===== src/rtl/if_pkg.sv =====
// Shared types and constants for the instruction-fetch stage.
// Optional build macro: IF_FAULT_EN adds a per-entry fetch fault tag.
package if_pkg;

  localparam logic [31:0] NOP_INSTR = 32'h0000_0013;

  typedef struct packed {
    logic [31:0] pc;
    logic [31:0] instr;
`ifdef IF_FAULT_EN
    logic        fault;
`endif
  } fetch_entry_t;

endpackage


===== src/rtl/if_stage_fetch_fifo.sv =====
// Prefetch FIFO between the fetch PC and decode. Flush clears pointers and
// occupancy only; stale storage is harmless because id_valid masks it.
// Optional build macro: IF_FAULT_EN (widens fetch_entry_t by the fault bit).
module fetch_fifo
  import if_pkg::*;
#(
  parameter int DEPTH = 2
) (
  input  logic                       clk,
  input  logic                       rst_n,
  input  logic                       push,
  input  logic                       pop,
  input  logic                       flush,
  input  fetch_entry_t               din,
  output fetch_entry_t               dout,
  output logic [$clog2(DEPTH+1)-1:0] count,
  output logic                       full,
  output logic                       empty
);

  localparam int PW = $clog2(DEPTH);
  localparam int CW = $clog2(DEPTH + 1);

  fetch_entry_t  mem [DEPTH];
  logic [PW-1:0] rd_ptr;
  logic [PW-1:0] wr_ptr;

  // Entry storage; cleared on reset so the idle outputs are defined.
  always_ff @(posedge clk or negedge rst_n) begin
    if (!rst_n) begin
      for (int i = 0; i < DEPTH; i++) mem[i] <= '0;
    end else if (push && !flush) begin
      mem[wr_ptr] <= din;
    end
  end

  // Pointers and occupancy; pointers wrap naturally since DEPTH is a power of two.
  always_ff @(posedge clk or negedge rst_n) begin
    if (!rst_n) begin
      rd_ptr <= '0;
      wr_ptr <= '0;
      count  <= '0;
    end else if (flush) begin
      rd_ptr <= '0;
      wr_ptr <= '0;
      count  <= '0;
    end else begin
      if (push) wr_ptr <= wr_ptr + PW'(1);
      if (pop)  rd_ptr <= rd_ptr + PW'(1);
      case ({push, pop})
        2'b10:   count <= count + CW'(1);
        2'b01:   count <= count - CW'(1);
        default: count <= count;
      endcase
    end
  end

  assign dout  = mem[rd_ptr];
  assign full  = (count == CW'(DEPTH));
  assign empty = (count == '0);

endmodule


===== src/rtl/if_stage.sv =====
// Instruction-fetch stage: owns the fetch PC, drives imem_addr, buffers
// fetched words in a prefetch FIFO and hands {pc, instr} to decode.
// Optional build macro: IF_FAULT_EN adds the id_fault port and tags
// misaligned / out-of-range fetches (their instruction is replaced by a NOP).
module if_stage
  import if_pkg::*;
#(
  parameter logic [31:0] RESET_PC    = 32'h0000_0000,
  parameter int          FIFO_DEPTH  = 2,
  parameter int          MEMORY_SIZE = 8196
) (
  input  logic        clk,
  input  logic        rst_n,
  output logic [31:0] imem_addr,
  input  logic [31:0] imem_instr,
  input  logic        redirect_valid,
  input  logic [31:0] redirect_pc,
  output logic        id_valid,
  input  logic        id_ready,
  output logic [31:0] id_instr,
  output logic [31:0] id_pc,
  output logic [31:0] id_pc_plus4
`ifdef IF_FAULT_EN
  ,
  output logic        id_fault
`endif
);

  localparam int CW = $clog2(FIFO_DEPTH + 1);

  if (FIFO_DEPTH < 2 || (FIFO_DEPTH & (FIFO_DEPTH - 1)) != 0 || MEMORY_SIZE < 4) begin : g_bad_params
    $error("if_stage: FIFO_DEPTH must be a power of two >= 2 and MEMORY_SIZE >= 4");
  end

  logic [31:0]   fetch_pc;
  logic          push;
  logic          pop;
  logic [CW-1:0] fifo_count;
  logic          fifo_full_unused;
  logic          fifo_empty;
  fetch_entry_t  wr_entry;
  fetch_entry_t  head;

  assign imem_addr = fetch_pc;
  assign id_valid  = !fifo_empty;
  assign pop       = id_valid && id_ready;
  // A full FIFO may still accept when decode drains the head this cycle.
  assign push      = !redirect_valid && ((fifo_count < CW'(FIFO_DEPTH)) || pop);

`ifdef IF_FAULT_EN
  logic [32:0] last_byte;
  logic        fault_now;

  // 33-bit sum so a PC near 2^32 cannot wrap back into range.
  assign last_byte = {1'b0, fetch_pc} + 33'd3;
  assign fault_now = (fetch_pc[1:0] != 2'b00) || (last_byte >= 33'(MEMORY_SIZE));
`endif

  // Build the entry written on push; faulted fetches carry a NOP.
  always_comb begin
    wr_entry       = '0;
    wr_entry.pc    = fetch_pc;
    wr_entry.instr = imem_instr;
`ifdef IF_FAULT_EN
    wr_entry.fault = fault_now;
    if (fault_now) wr_entry.instr = NOP_INSTR;
`endif
  end

  // Fetch PC: redirect wins, otherwise advance by one word per push.
  always_ff @(posedge clk or negedge rst_n) begin
    if (!rst_n) begin
      fetch_pc <= RESET_PC;
    end else if (redirect_valid) begin
      fetch_pc <= redirect_pc;
    end else if (push) begin
      fetch_pc <= fetch_pc + 32'd4;
    end
  end

  fetch_fifo #(
    .DEPTH (FIFO_DEPTH)
  ) u_fifo (
    .clk   (clk),
    .rst_n (rst_n),
    .push  (push),
    .pop   (pop),
    .flush (redirect_valid),
    .din   (wr_entry),
    .dout  (head),
    .count (fifo_count),
    .full  (fifo_full_unused),
    .empty (fifo_empty)
  );

  assign id_instr    = head.instr;
  assign id_pc       = head.pc;
  assign id_pc_plus4 = head.pc + 32'd4;
`ifdef IF_FAULT_EN
  assign id_fault    = head.fault;
`endif

endmodule


===== config.mk =====
export PLATFORM = sky130hd
export DESIGN_NAME = if_stage
export DESIGN_NICKNAME = d
export VERILOG_FILES = /design/src/rtl/if_pkg.sv /design/src/rtl/if_stage_fetch_fifo.sv /design/src/rtl/if_stage.sv
export SDC_FILE = /design/constraint.sdc
export NUM_CORES = 1
export LEC_CHECK = 0
export ABC_AREA = 1
export BUFFER_PORTS_ARGS = -buffer_cell sky130_fd_sc_hd__buf_2
export CORE_ASPECT_RATIO = 1.25
export CORE_MARGIN = 2
export CORE_UTILIZATION = 60
export DETAILED_ROUTE_END_ITERATION = 10
export PLACE_DENSITY = 0.86
export SLEW_MARGIN = 20
export SYNTH_ARGS = -nofsm -noshare
export SYNTH_HDL_FRONTEND = slang
export SYNTH_SLANG_ARGS = --single-unit

===== constraint.sdc =====
create_clock -name clk -period 4.7 [get_ports clk]
set_clock_uncertainty 0.15 [all_clocks]
set_input_delay 0.94 -clock clk [delete_from_list [all_inputs] [get_ports clk]]
set_output_delay 0.94 -clock clk [all_outputs]
set_load 0.03 [all_outputs]

# Word level (Yosys, flattened, before mapping)
# Index checks and enable logic that the tools add are counted.
[op_classes]
add_sub_neg = 6
order_cmp = 4
n_eq_ne = 2
muxes = 14
n_bitwise = 2
n_reduce_logical = 11
[ops]
columns = ["cell", "n"]
rows = [
  ["2-to-1 mux 64 bit", 4],
  ["bitwise mux 128 bit", 1],
  ["adder 32 x 3 -> 32 bit (second input constant)", 2],
  ["demux 64 bit (select 1 bit)", 1],
  ["2-to-1 mux 32 bit", 2],
  ["greater-or-equal comparator 2 bit (second input constant)", 2],
  ["logical AND 1 bit", 4],
  ["2-to-1 mux 1 bit", 4],
  ["inverter 1 -> 2 bit", 2],
  ["one-hot mux 2 bit (2 select lines)", 1],
  ["nonzero test 2 bit", 2],
  ["nonzero test 3 bit", 1],
  ["adder 1 bit (second input constant)", 2],
  ["adder 2 x 1 -> 2 bit (second input constant)", 1],
  ["equality test 2 x 1 -> 1 bit (second input constant)", 1],
  ["equality test 2 bit (second input constant)", 1],
  ["logical NOT 1 bit", 2],
  ["logical NOT 2 bit", 1],
  ["less-than comparator 2 x 1 -> 1 bit (second input constant)", 1],
  ["less-than comparator 2 bit (second input constant)", 1],
  ["2-to-1 mux 2 bit", 1],
  ["subtractor 2 x 1 -> 2 bit (second input constant)", 1],
  ["logical OR 1 bit", 1],
]
[word_totals]
ff_bits = 164
input_bits = 68
elab_cells = 47

# Depth between registers and ports, before layout
# Gate-level depths: netlist of the first run.
[logic_depth]
ltp_word = 8
ltp_mapped = 12

# Hierarchy
# A second synthesis of the first run with hierarchy kept.
[hier_totals]
cells_unflattened = 1089
area_unflattened_um2 = 8911.0
[modules_own_cells]
columns = ["module", "instances", "cells_each", "area_per_inst_um2", "seq_area_each_um2"]
rows = [
  ["fetch_fifo", 1, 578, 5764.3, 3303.2],
  ["if_stage", 1, 511, 3146.8, 800.8],
]

# Worst setup path after synthesis of the first run
# OpenSTA, ideal clock, no wires.
[synth_timing]
path_kind = "flip-flop to output port"
from = "register u_fifo.rd_ptr"
to = "output port id_pc_plus4[18]"
arrival_time_ps = 2270
slack_ps = 1340
path_stages_with_launch = 11
n_path_buf = 2
path_cell_list = "dfrtp_1 > inv_2 > buf_6 > buf_6 > nand2_1 > o21ai_2 > ha_1 > nand3_2 > nor2_2 > nand2_1 > xor2_1"
[synth_via]
elab_chain_cells = 5
[synth_lines]
columns = ["element", "line_no", "rtl"]
rows = [
  ["start, declared", "if_stage_fetch_fifo.sv:25", "logic [PW-1:0] rd_ptr;"],
  ["start signal, assigned", "if_stage_fetch_fifo.sv:49", "if (pop) rd_ptr <= rd_ptr + PW'(1);"],
  ["inverter 1 -> 2 bit (implied by the code)", "if_stage_fetch_fifo.sv:58", "assign dout = mem[rd_ptr];"],
  ["2-to-1 mux 64 bit (implied by the code) (3 in series)", "if_stage_fetch_fifo.sv:58", ""],
  ["net id_pc[2]", "if_stage.sv:21", "output logic [31:0] id_pc,"],
  ["adder 32 x 3 -> 32 bit", "if_stage.sv:98", "assign id_pc_plus4 = head.pc + 32'd4;"],
  ["end, declared", "if_stage.sv:22", "output logic [31:0] id_pc_plus4"],
]
# The timed path passes the listed nets, and every way through them passes these cells. The select of a mux whose other input is x is not followed.

# Worst setup path after layout of the first run
[layout_timing]
from = "register u_fifo.rd_ptr"
to = "output port id_pc_plus4[15]"
[layout_via]
elab_chain_cells = 5
[layout_lines]
columns = ["element", "line_no"]
rows = [
  ["inverter 1 -> 2 bit (implied by the code)", "if_stage_fetch_fifo.sv:58"],
  ["2-to-1 mux 64 bit (implied by the code) (3 in series)", "if_stage_fetch_fifo.sv:58"],
  ["adder 32 x 3 -> 32 bit", "if_stage.sv:98"],
]
# Every way passes these cells. The select of a mux whose other input is x is not followed.

==> qor.log, run 1 <==
INFO  drt            wire_per_inst=15.0um
INFO  placed_design  portBuffers=196
INFO  die            die_w=119um
INFO  placed_design  globalplace.congestion=0.975
INFO  finish         share_of_layout_cells_above_drive_strength_1=24.5%
INFO  synthesis      synth_top_cell_by_area=sky130_fd_sc_hd__dfrtp_1
INFO  timing         fin_setup_tns=0ns
INFO  clocking       post_cts_resize_count=0
INFO  synthesis      synth.ff_latch_count=164
INFO  finish         stdcell_count=1,778
INFO  drt            detailroute.via_count=9,380
INFO  synthesis      synthesis.instances=1,380
INFO  drt            detail-route-antenna-nets=0
INFO  drt            total_routed_length=26,700um
INFO  die            top_level_i_o_count=197
INFO  power          seqPwrFrac=36.8%
INFO  power          ir_drop=0.228mV
INFO  finish         nFillCells=1,394
INFO  clocking       cts_post_setup_buffers_inserted=0
INFO  clocking       clk_transition_reported_paths=0.07ns
INFO  drt            drc_errors=0
INFO  power          switch_share=42.5%
INFO  synthesis      postSynth.asyncResetShare=100%
INFO  power          portion_of_total_power_attributed_to_combinational_logic=36.5%
INFO  power          leakagePower=6.16nW
INFO  synthesis      synthDistinctLibCells=31
INFO  synthesis      synth.top_cells.by_count=sky130_fd_sc_hd__nand2_1 (590), sky130_fd_sc_hd__dfrtp_1 (164), sky130_fd_sc_hd__inv_1 (155)
INFO  timing         max_slew_margin_vs_limit=46.3%
INFO  power          power.density_cell_area=465mW/mm2
INFO  timing         tightest_slew=0.805ns
INFO  grt            grt_max_degree=86
INFO  grt            grt_overflow_total=0
INFO  clocking       cts_made_buffers=17
INFO  setup_path     worst_ep_required_time=3.61ns
INFO  finish         ff_latch_area=0.00411mm2
INFO  placed_design  number_of_instances_in_the_placed_design=1,746
INFO  synthesis      number_of_flops_mapped_to_enable_cells_by_yosys=0
INFO  worst_hold_path timing.hold.worst.class=flop to flop
INFO  timing         fmax=0.266GHz
INFO  drt            drt_iter0_drc=689
INFO  synthesis      netlist_top_cells_area=sky130_fd_sc_hd__dfrtp_1 (42%), sky130_fd_sc_hd__nand2_1 (22%), sky130_fd_sc_hd__o21ai_2 (7.0%), sky130_fd_sc_hd__inv_1 (5.9%), sky130_fd_sc_hd__buf_6 (3.5%)
INFO  run_status     outcome=finished, final reports clean
INFO  clocking       clk_root_buffer_cell=sky130_fd_sc_hd__clkbuf_16
INFO  clocking       number_of_buffers_on_the_longest_clock_path=2
INFO  die            num_rows=52
INFO  synthesis      yosysTopAreaCellShare=41.7%
INFO  die            core=0.0161mm2
INFO  timing         layout_worst_path_cycle_share=79.9%
INFO  timing         hold_viol_final=0
INFO  synthesis      postSynthNetCount=1,450
INFO  timing         timing.final.ws_setup=0.944ns
INFO  power          pwr-share-clk=26.7%
INFO  synthesis      syn_avg_cell_area=7.14um2
INFO  finish         antenna-diode-count=0
INFO  clocking       cts_hold_buffers=0
INFO  clocking       clock_insertion_delay_worst_skew=0.42ns
INFO  setup_path     crit_type=flop to output port
INFO  clocking       htree_levels=4
INFO  setup_path     critical_path.max_fanout=30
INFO  synthesis      yosys_warnings=0
INFO  power          design_power_total=5.30mW
INFO  finish         fin_nets=1,619
INFO  die            initial_utilization=61.0%
INFO  timing         unrepaired_setup_endpoints_after_global_routing=false
INFO  synthesis      synthesized_area=0.00985mm2
INFO  timing         total_count_of_max_transition_violations_in_the_final_report=0
INFO  timing         timing.final.crit_period=3.76ns
INFO  timing         setup_violations=0
INFO  clocking       clock_tree_from_tritoncts=yes
INFO  die            chipHeight=147um
INFO  grt            grt_antenna_before_repair=0
INFO  job            drv.max_cap_violation_count=0
INFO  setup_path     cp-start-kind=flop
INFO  grt            first_pass_grt_wire_length=43,900um
INFO  die            area_of_the_die=0.0175mm2
INFO  grt            track_usage=31.2%
INFO  power          internal_power=3.05mW
INFO  power          switching_pwr=2.25mW
INFO  setup_path     cp.arrival=2.67ns
INFO  finish         area_growth_syn_to_layout=15.7%
INFO  clocking       clock_sink_count=164
INFO  placed_design  place.detailed.hpwl=19,600um
INFO  placed_design  dp_slack=1.41ns
INFO  finish         multi_input_comb_area=0.00467mm2
INFO  drt            via_per_inst=5.28
INFO  drt            drtPass1Iterations=5
INFO  synthesis      synth-seq-area-share=41.7%
INFO  synthesis      synthMostInstantiatedCell=sky130_fd_sc_hd__nand2_1
INFO  synthesis      ys_dominant_reg_cell=sky130_fd_sc_hd__dfrtp_1
INFO  setup_path     critPathCaptureType=output port
INFO  grt            grt_pass1_vias=8,984
==> through the flow <==
step                      hold WS, ns  cell area, um2  utilization [%]
after floorplan                 0.302            9850                -
after global placement          0.314           10800             66.8
after detailed placement        0.319           10800             66.8
after CTS                       0.336           11400             70.6
after global routing            0.354           11400             70.6
final                           0.334           11400             70.6
==> power by group through the flow <==
stage / combinational (mW) / clock [mW] / sequential, mW
after floorplan: 1.38 / 0 / 1.96
after CTS: 1.94 / 1.43 / 1.94
after detailed placement: 1.92 / 0 / 1.96
after global routing: 2.11 / 1.49 / 1.99
after global placement: 1.88 / 0 / 1.95
final: 1.93 / 1.41 / 1.95
==> kinds of logic after synthesis <==
kind of cell	Yosys count	share of synthesized area (%)
AND/OR/NAND/NOR	801	33.2
buffers and inverters	218	11.1
AO/OA/AOI/OAI	176	12.2
flip-flops	164	41.7
XOR/XNOR	19	1.69
adder cells (fa/ha/maj)	2	0.254
==> worst max-delay path, cell delays in order, from the launching register on <==
cell	delay, ns
sky130_fd_sc_hd__dfrtp_2	0.43
sky130_fd_sc_hd__inv_2	0.24
sky130_fd_sc_hd__buf_4	0.38
sky130_fd_sc_hd__nand2_1	0.11
sky130_fd_sc_hd__nand2_2	0.12
sky130_fd_sc_hd__nand2_1	0.12
sky130_fd_sc_hd__nor2_1	0.20
sky130_fd_sc_hd__nand2_1	0.12
sky130_fd_sc_hd__nor2_2	0.15
sky130_fd_sc_hd__xor2_1	0.16
sky130_fd_sc_hd__buf_2	0.22
==> cell usage in the layout (no fill, tap or decap), types with 28 or more instances in the layout <==
| cell | count |
|---|---|
| sky130_fd_sc_hd__nand2_2 | 32 |
| sky130_fd_sc_hd__buf_2 | 195 |
| sky130_fd_sc_hd__o21ai_0 | 28 |
| sky130_fd_sc_hd__o21ai_2 | 79 |
| sky130_fd_sc_hd__dfrtp_1 | 163 |
| sky130_fd_sc_hd__nor2_1 | 90 |
| sky130_fd_sc_hd__o21ai_1 | 51 |
| sky130_fd_sc_hd__nand3_1 | 54 |
| sky130_fd_sc_hd__nand2_1 | 590 |
| sky130_fd_sc_hd__inv_1 | 155 |
==> routing by layer <==
metal | routed length (um) | GRT usage (%) | vias to the layer above
met5 | 0 | 0 | -
met4 | 943 | 13.0 | 0
met3 | 1690 | 4.54 | 65
met2 | 12900 | 50.9 | 373
met1 | 11100 | 41.9 | 4355
li1 | - | - | 4587
==> state kept, by name (all words and copies together) (netlist names) <==
register / flops
u_fifo.rd_ptr: 1
u_fifo.mem: 128
u_fifo.wr_ptr: 1
imem_addr: 32
u_fifo.count: 2
==> path summary, 6_finish.rpt <==
kind	startpoint	endpoint	slack, ns	cells after the start
setup / recovery	u_fifo.rd_ptr	id_pc_plus4[15]	0.94	10
hold / removal	u_fifo.mem[17]	u_fifo.mem[17]	0.33	2
setup reg to reg	u_fifo.count[1]	u_fifo.mem[113]	2.41	10
hold reg to reg	u_fifo.mem[17]	u_fifo.mem[17]	0.33	2
max in group asynchronous	rst_n	u_fifo.mem[75]	3.09	2
min in group asynchronous	rst_n	imem_addr[9]	0.42	1
==> cell type report <==
class	count	area share (%)
clock buffer	18	3.85
inverter	160	5.29
multi-input combinational	998	41.0
tap	216	2.37
clock inverter	14	1.58
sequential	164	36.0
timing repair buffer	208	9.89
No activity file was read; power rests on OpenSTA's default activity.
==> inputs of run 2 (changes only) <==
ABC_AREA = 0   (was 1)
CORE_UTILIZATION = 54   (was 60)
PLACE_DENSITY = 0.8   (was 0.86)
clock period = 3.6 ns   (was 4.7 ns; I/O delays follow)
==> run 2 against run 1 <==
- final area decreased by 11%
- worst setup slack got worse by 0.82 ns
- area after synthesis decreased by 16%
- largest power group unchanged
- register-to-register slack got worse by 1.2 ns
- via count decreased by 35%
- sequential share of layout area increased by 4.3 points
- sequential cell count unchanged
- worst hold slack got worse by 0.15 ns
==> qor.log, run 2 <==
INFO  placed_design  number_of_instances_in_the_placed_design=1,029 [was 1,746]
INFO  synthesis      postSynth.asyncResetShare=100% [unchanged]
INFO  finish         mostFrequentLayoutCell=sky130_fd_sc_hd__buf_2 [was sky130_fd_sc_hd__nand2_1]
INFO  die            top_level_i_o_count=197 [unchanged]
INFO  timing         tightest_slew=0.872ns [was 0.805 ns]
INFO  clocking       clk_root_buffer_cell=sky130_fd_sc_hd__clkbuf_16 [unchanged]
INFO  run_status     outcome=finished, final reports clean [unchanged]
INFO  setup_path     max_stage_delay=0.56ns [was 0.43 ns]
INFO  setup_path     cp.arrival=2.60ns [was 2.67 ns]
INFO  grt            grt_antenna_before_repair=0 [unchanged]
INFO  synthesis      yosysTopAreaCellShare=49.5% [was 41.7%]
INFO  clocking       cts_made_buffers=17 [unchanged]
INFO  setup_path     critical_path.slowest_cell=sky130_fd_sc_hd__dfrtp_4 [was sky130_fd_sc_hd__dfrtp_2]
INFO  synthesis      synthDistinctLibCells=48 [was 31]
INFO  die            chipHeight=142um [was 147 um]
INFO  power          portion_of_total_power_attributed_to_combinational_logic=35.0% [was 36.5%]
INFO  synthesis      synthesis.instances=680 [was 1,380]
INFO  synthesis      synth.ff_latch_count=164 [unchanged]
INFO  synthesis      yosys_warnings=0 [unchanged]
INFO  timing         layout_worst_path_cycle_share=96.5%
INFO  clocking       clock_tree_from_tritoncts=yes [unchanged]
INFO  synthesis      synth_top_cell_by_area=sky130_fd_sc_hd__dfrtp_1 [unchanged]
INFO  setup_path     crit_chain=buf_6, nand4b_1, a21oi_4, nand3_4, nor4_4, xor2_1, clkbuf_4 [was inv_2, buf_4, nand2_1, nand2_2, nand2_1, nor2_1, nand2_1, nor2_2, xor2_1, buf_2]
INFO  setup_path     cp_top_family=simple AND/OR/NAND/NOR gates [was buffers and inverters]
INFO  die            die_w=115um [was 119 um]
INFO  drt            wire_per_inst=18.2um [was 15.0 um]
INFO  finish         share_of_layout_cells_above_drive_strength_1=51.9% [was 24.5%]
INFO  power          power.density_cell_area=661mW/mm2 [was 465 mW/mm2]
INFO  synthesis      syn_avg_cell_area=12.2um2 [was 7.14 um2]
INFO  timing         timing.final.ws_setup=0.125ns [was 0.944 ns]
INFO  synthesis      synthMostInstantiatedCell=sky130_fd_sc_hd__mux2_2 [was sky130_fd_sc_hd__nand2_1]
INFO  power          pwr-share-clk=26.7% [about the same]
INFO  synthesis      ys_dominant_reg_cell=sky130_fd_sc_hd__dfrtp_1 [unchanged]
INFO  timing         fin_setup_tns=0ns [unchanged]
INFO  grt            grt_pass1_vias=6,219 [was 8,984]
INFO  drt            drtPass1Iterations=4 [was 5]
INFO  finish         final_util=67.9% [was 70.6%]
INFO  drt            drc_errors=0 [unchanged]
INFO  drt            detailroute.via_count=6,055 [was 9,380]
INFO  placed_design  dp_slack=0.375ns [was 1.41 ns]
INFO  synthesis      synthesized_area=0.00828mm2 [was 0.00985 mm2]
INFO  worst_hold_path timing.hold.worst.class=input port to asynchronous set/reset pin [was flop to flop]
INFO  die            num_rows=50 [was 52]
INFO  grt            first_pass_grt_wire_length=31,200um [was 43,900 um]
INFO  power          switching_pwr=2.53mW [was 2.25 mW]
INFO  timing         fmax=0.288GHz
INFO  placed_design  dpl_cell_area=0.00949mm2 [was 0.0108 mm2]
INFO  setup_path     worst_ep_required_time=2.73ns [was 3.61 ns]
INFO  finish         largest_register_ffs=128 [unchanged]
INFO  finish         post_route_cell_area=0.0102mm2 [was 0.0114 mm2]
INFO  clocking       clock_insertion_delay_worst_skew=0.42ns [about the same]
INFO  placed_design  globalplace.congestion=0.860 [was 0.975]
INFO  synthesis      postSynthNetCount=750 [was 1,450]
INFO  timing         max_slew_margin_vs_limit=41.9% [was 46.3%]
INFO  clocking       htree_levels=4 [unchanged]
INFO  clocking       clock_sink_count=164 [unchanged]
INFO  synthesis      synth.top_cells.by_count=sky130_fd_sc_hd__mux2_2 (175), sky130_fd_sc_hd__dfrtp_1 (164), sky130_fd_sc_hd__nand2_1 (61) [was sky130_fd_sc_hd__nand2_1 (590), sky130_fd_sc_hd__dfrtp_1 (164), sky130_fd_sc_hd__inv_1 (155)]
INFO  drt            via_per_inst=5.67 [was 5.28]
INFO  power          switch_share=37.6% [was 42.5%]
INFO  finish         top_library_cells_by_usage_in_the_layout_fill_and_taps_aside=sky130_fd_sc_hd__buf_2 (194), sky130_fd_sc_hd__mux2_2 (175), sky130_fd_sc_hd__dfrtp_1 (163), sky130_fd_sc_hd__nand2_1 (61) [was sky130_fd_sc_hd__nand2_1 (590), sky130_fd_sc_hd__buf_2 (195), sky130_fd_sc_hd__dfrtp_1 (163), sky130_fd_sc_hd__inv_1 (155), sky130_fd_sc_hd__nor2_1 (90)]
INFO  job            drv.max_cap_violation_count=0 [unchanged]
INFO  die            area_of_the_die=0.0164mm2 [was 0.0175 mm2]
INFO  timing         timing.final.crit_period=3.47ns
INFO  die            core=0.0150mm2 [was 0.0161 mm2]
INFO  finish         antenna-diode-count=0 [unchanged]
INFO  clocking       number_of_buffers_on_the_longest_clock_path=2 [unchanged]
INFO  drt            detail-route-antenna-nets=0 [unchanged]
INFO  timing         unrepaired_setup_endpoints_after_global_routing=false [unchanged]
INFO  setup_path     cp-start-kind=flop [unchanged]
INFO  grt            grt_max_degree=93 [was 86]
INFO  clocking       clk_transition_reported_paths=0.07ns [about the same]
INFO  setup_path     critPathBufInv=2 [was 3]
INFO  placed_design  portBuffers=196 [unchanged]
INFO  synthesis      number_of_flops_mapped_to_enable_cells_by_yosys=0 [unchanged]
INFO  power          seqPwrFrac=38.3% [was 36.8%]
INFO  setup_path     critPathCaptureType=output port [unchanged]
INFO  placed_design  place.detailed.hpwl=13,400um [was 19,600 um]
INFO  power          ir_drop=0.453mV [was 0.228 mV]
INFO  power          internal_power=4.20mW [was 3.05 mW]
INFO  die            initial_utilization=55.2% [was 61.0%]
INFO  grt            track_usage=24.5% [was 31.2%]
INFO  finish         registers.top_by_ff_count=u_fifo.mem [unchanged]
INFO  power          leakagePower=4.67nW [was 6.16 nW]
INFO  drt            drt_iter0_drc=339 [was 689]
INFO  finish         stdcell_count=1,068 [was 1,778]
INFO  setup_path     crit_type=flop to output port [unchanged]
INFO  finish         fin_nets=944 [was 1,619]
INFO  synthesis      netlist_top_cells_area=sky130_fd_sc_hd__dfrtp_1 (50%), sky130_fd_sc_hd__mux2_2 (24%), sky130_fd_sc_hd__xor2_1 (3.6%), sky130_fd_sc_hd__nand2_1 (2.8%), sky130_fd_sc_hd__xnor2_1 (2.3%) [was sky130_fd_sc_hd__dfrtp_1 (42%), sky130_fd_sc_hd__nand2_1 (22%), sky130_fd_sc_hd__o21ai_2 (7.0%), sky130_fd_sc_hd__inv_1 (5.9%), sky130_fd_sc_hd__buf_6 (3.5%)]
INFO  setup_path     rr_startpoint=imem_addr[5] [was u_fifo.count[1]]
INFO  clocking       cts_hold_buffers=0 [unchanged]
INFO  setup_path     reg2reg_depth=5 [was 10]
INFO  timing         setup_violations=0 [unchanged]
INFO  setup_path     path_depth=7 [was 10]
INFO  finish         area_growth_syn_to_layout=23.1% [was 15.7%]
INFO  drt            total_routed_length=19,500um [was 26,700 um]
INFO  setup_path     setup.worst_path.start=u_fifo.rd_ptr [unchanged]
INFO  setup_path     critical_path.max_fanout=22 [was 30]
INFO  grt            grt_overflow_total=0 [unchanged]
INFO  timing         total_count_of_max_transition_violations_in_the_final_report=0 [unchanged]
INFO  synthesis      synth-seq-area-share=49.5% [was 41.7%]
INFO  timing         hold_viol_final=0 [unchanged]
## run 2: stage by stage
| stage | total power [mW] | hold WS [ns] |
|---|---|---|
| detailed placement | 4.95 | 0.326 |
| CTS | 6.77 | 0.244 |
| global route | 7.06 | 0.274 |
| finish | 6.73 | 0.187 |
| floorplan | 4.29 | 0.274 |
| global placement | 4.89 | 0.318 |
## run 2: cell families after synthesis
group                    synth area share [%]
XOR/XNOR                                 5.92
buffers and inverters                    3.46
multiplexers                             26.0
adder cells (fa/ha/maj)                 0.302
AND/OR/NAND/NOR                          10.9
AO/OA/AOI/OAI                            3.90
flip-flops                               49.5
## run 2: power groups by stage
| stage | registers (mW) | logic, mW | clock network [mW] |
|---|---|---|---|
| 2_1_floorplan | 2.57 | 1.72 | 0 |
| 3_3_place_gp | 2.58 | 2.30 | 0 |
| 3_5_place_dp | 2.61 | 2.34 | 0 |
| 4_1_cts | 2.57 | 2.37 | 1.83 |
| 5_1_grt | 2.64 | 2.51 | 1.91 |
| 6_report | 2.58 | 2.36 | 1.80 |
## run 2: worst paths after layout
path / end / slack (ns)
setup / recovery: id_pc_plus4[31] / 0.13
hold / removal: imem_addr[14] / 0.19
setup reg to reg: imem_addr[29] / 1.24
hold reg to reg: u_fifo.mem[96] / 0.34
max in group asynchronous: u_fifo.mem[72] / 2.27
min in group clk: u_fifo.mem[96] / 0.34
## run 2: worst register-to-register path: cells and delay by family, from the launching register on
kind	cells	cell delay, ns
xor gates and xnor gates	1	0.19
AOI/OAI and AO/OA	1	0.07
DFF	1	0.49
and+or+nand+nor	3	1.32
## run 2: metal layers
metal  up-vias  GRT usage (%)  part of all wire, %
li1       2789              -                    -
met1      2999           29.6                   41
met2       240           41.4                   50
met3        27           7.58                  8.2
met4         0           9.00                  1.5
met5         -              0                    0
## run 2: area by class of cell
class / instances / area, um2
Clock buffer: 18 / 429
Clock inverter: 13 / 151
Fill cell: 1129 / 4820
Inverter: 13 / 51.3
Multi-Input combinational cell: 462 / 4070
Sequential cell: 164 / 4110
Tap cell: 182 / 228
Timing Repair Buffer: 216 / 1160
## run 2: repair_timing
item,CTS,global route
setup buffers,5,3
resized for setup,3,10
endpoints found under the setup margin,3,11
pin swaps,2,7
==> inputs of run 3 (changes only) <==
CELL_PAD_IN_SITES_DETAIL_PLACEMENT = 0   (was unset)
CELL_PAD_IN_SITES_GLOBAL_PLACEMENT = 1   (was unset)
CORE_UTILIZATION = 43   (was 54)
PLACE_DENSITY = unset   (was 0.8)
PLACE_DENSITY_LB_ADDON = 0.1   (was unset)
==> run 3 against run 2 <==
- first-iteration DRC count is 41% lower
- register-to-register slack better by 0.06 ns
- worst hold slack worse by 0.0011 ns
- via count decreased by 0.92%
- critical endpoint is now id_pc_plus4[30]
- total power grew 0.11%
- final cell count is 4.9% higher
- highest routed layer unchanged
- largest power group unchanged
- die area up 25%
- fmax shrank 1.8%
- worst setup slack worse by 0.063 ns
- critical path type unchanged
- clock power barely moved
- global-route usage decreased by 4.1 points
==> qor.log, run 3 (synthesized netlist as in run 2, its figures left out) <==
INFO  finish         registers.top_by_ff_count=u_fifo.mem [unchanged]
INFO  timing         timing.final.crit_period=3.54ns [was 3.47 ns]
INFO  clocking       cts_hold_buffers=0 [unchanged]
INFO  finish         fin_nets=945 [was 944]
INFO  die            num_rows=56 [was 50]
INFO  placed_design  globalplace.congestion=0.817 [was 0.860]
INFO  finish         stdcell_count=1,120 [was 1,068]
INFO  timing         tightest_slew=0.781ns [was 0.872 ns]
INFO  timing         hold_viol_final=0 [unchanged]
INFO  die            area_of_the_die=0.0204mm2 [was 0.0164 mm2]
INFO  power          ir_drop=0.343mV [was 0.453 mV]
INFO  setup_path     critPathCaptureType=output port [unchanged]
INFO  drt            drt_iter0_drc=200 [was 339]
INFO  clocking       cts_made_buffers=17 [unchanged]
INFO  finish         antenna-diode-count=0 [unchanged]
INFO  finish         share_of_layout_cells_above_drive_strength_1=52.0% [was 51.9%]
INFO  finish         top_library_cells_by_usage_in_the_layout_fill_and_taps_aside=sky130_fd_sc_hd__buf_2 (193), sky130_fd_sc_hd__mux2_2 (174), sky130_fd_sc_hd__dfrtp_1 (163), sky130_fd_sc_hd__nand2_1 (61) [was sky130_fd_sc_hd__buf_2 (194), sky130_fd_sc_hd__mux2_2 (175), sky130_fd_sc_hd__dfrtp_1 (163), sky130_fd_sc_hd__nand2_1 (61)]
INFO  grt            grt_max_degree=82 [was 93]
INFO  grt            grt_overflow_total=0 [unchanged]
INFO  timing         timing.final.ws_setup=0.0616ns [was 0.125 ns]
INFO  timing         setup_violations=0 [unchanged]
INFO  timing         total_count_of_max_transition_violations_in_the_final_report=0 [unchanged]
INFO  placed_design  number_of_instances_in_the_placed_design=1,079 [was 1,029]
INFO  setup_path     reg2reg_depth=5 [unchanged]
INFO  placed_design  place.detailed.hpwl=14,200um [was 13,400 um]
INFO  clocking       clock_tree_from_tritoncts=yes [unchanged]
INFO  run_status     outcome=finished, final reports clean [unchanged]
INFO  die            core=0.0188mm2 [was 0.0150 mm2]
INFO  timing         fmax=0.283GHz [was 0.288 GHz]
INFO  finish         nFillCells=1,672 [was 1,129]
INFO  worst_hold_path timing.hold.worst.class=input port to asynchronous set/reset pin [unchanged]
INFO  clocking       clk_root_buffer_cell=sky130_fd_sc_hd__clkbuf_16 [unchanged]
INFO  timing         unrepaired_setup_endpoints_after_global_routing=true [was false]
INFO  finish         largest_register_ffs=128 [unchanged]
INFO  die            initial_utilization=43.9% [was 55.2%]
INFO  clocking       number_of_buffers_on_the_longest_clock_path=2 [unchanged]
INFO  clocking       clk_transition_reported_paths=0.07ns [about the same]
INFO  grt            first_pass_grt_wire_length=32,900um [was 31,200 um]
INFO  timing         max_slew_margin_vs_limit=47.9% [was 41.9%]
INFO  setup_path     cp-start-kind=flop [unchanged]
INFO  clocking       clock_sink_count=164 [unchanged]
INFO  finish         ff_latch_area=0.00411mm2 [unchanged]
INFO  die            top_level_i_o_count=197 [unchanged]
INFO  die            die_w=128um [was 115 um]
INFO  setup_path     worst_ep_required_time=2.73ns [about the same]
INFO  drt            wire_per_inst=18.1um [was 18.2 um]
INFO  power          power.density_cell_area=654mW/mm2 [was 661 mW/mm2]
INFO  job            drv.max_cap_violation_count=0 [unchanged]
INFO  finish         multi_input_comb_area=0.00407mm2 [about the same]
INFO  grt            grt_antenna_before_repair=0 [unchanged]
INFO  drt            drc_errors=0 [unchanged]
INFO  power          leakagePower=4.70nW [was 4.67 nW]
INFO  drt            total_routed_length=20,200um [was 19,500 um]
INFO  clocking       clock_insertion_delay_worst_skew=0.43ns [was 0.42 ns]
INFO  drt            detail-route-antenna-nets=0 [unchanged]
INFO  grt            track_usage=20.4% [was 24.5%]
INFO  clocking       htree_levels=4 [unchanged]
INFO  drt            drtPass1Iterations=4 [unchanged]
INFO  die            chipHeight=159um [was 142 um]
INFO  grt            grt_pass1_vias=6,298 [was 6,219]
INFO  placed_design  portBuffers=196 [unchanged]
INFO  drt            via_per_inst=5.36 [was 5.67]
INFO  finish         area_growth_syn_to_layout=24.4% [was 23.1%]
INFO  finish         mostFrequentLayoutCell=sky130_fd_sc_hd__buf_2 [unchanged]
INFO  setup_path     cp.arrival=2.67ns [was 2.60 ns]
INFO  drt            detailroute.via_count=5,999 [was 6,055]
INFO  placed_design  dp_slack=0.402ns [was 0.375 ns]
INFO  setup_path     crit_type=flop to output port [unchanged]
INFO  setup_path     critical_path.max_fanout=6 [was 22]
INFO  timing         layout_worst_path_cycle_share=98.3% [was 96.5%]
-- run 3: critical path, cell delays in order (launching register included) --
cell	delay, ns
sky130_fd_sc_hd__dfrtp_4	0.53
sky130_fd_sc_hd__mux2i_4	0.21
sky130_fd_sc_hd__inv_4	0.07
sky130_fd_sc_hd__ha_4	0.15
sky130_fd_sc_hd__nand4_1	0.15
sky130_fd_sc_hd__a21boi_4	0.32
sky130_fd_sc_hd__nand3_2	0.13
sky130_fd_sc_hd__nor4_4	0.36
sky130_fd_sc_hd__xor2_2	0.17
sky130_fd_sc_hd__buf_6	0.14
-- run 3: layout make-up --
| cell class | instances | area share, % |
|---|---|---|
| well taps | 232 | 2.82 |
| clock inverters | 14 | 1.48 |
| multi-input cells | 462 | 39.5 |
| repair buffers | 217 | 11.6 |
| flip-flops and latches | 164 | 39.9 |
| inverters | 13 | 0.498 |
| clock buffers | 18 | 4.17 |
-- run 3: worst paths after layout --
kind / startpoint / end / slack [ns]
max: u_fifo.rd_ptr / id_pc_plus4[30] / 0.06
min reg2reg: u_fifo.mem[108] / u_fifo.mem[108] / 0.33
max in group asynchronous: rst_n / u_fifo.mem[52] / 2.35
min in group clk: u_fifo.mem[108] / u_fifo.mem[108] / 0.33
min: rst_n / u_fifo.mem[73] / 0.19
max reg2reg: imem_addr[5] / imem_addr[28] / 1.30
-- run 3: what timing repair did --
| action | CTS | global route |
|---|---|---|
| setup endpoints to repair | 10 | 14 |
| setup buffers | 1 | 8 |
| resized for setup | 2 | 20 |
| pin swaps | 1 | 11 |
-- run 3: per-stage QoR --
stage | instance area (um2) | setup TNS, ns | utilization [%] | total power [mW] | hold slack (ns)
after global routing | 10300 | -0.277 | 54.7 | 7.10 | 0.240
after global placement | 9570 | 0 | 50.8 | 4.89 | 0.317
after CTS | 10200 | 0 | 54.0 | 6.79 | 0.213
after floorplan | 8400 | 0 | - | 4.29 | 0.274
final | 10300 | 0 | 54.7 | 6.74 | 0.186
after detailed placement | 9570 | 0 | 50.8 | 4.95 | 0.321
-- run 3: layer usage --
metal	vias up	routed length [um]	GRT usage (%)
met3	22	1110	4.40
met5	-	0	0
met4	0	328	6.94
met2	188	10100	34.5
met1	3003	8670	25.9
li1	2786	-	-
-- run 3: where the power goes --
part | leakage, nW | internal, mW | switching [mW]
Combinational | 2.44 | 0.934 | 1.43
Sequential | 1.97 | 2.25 | 0.319
Clock | 0.291 | 1.03 | 0.770
Total | 4.70 | 4.22 | 2.52
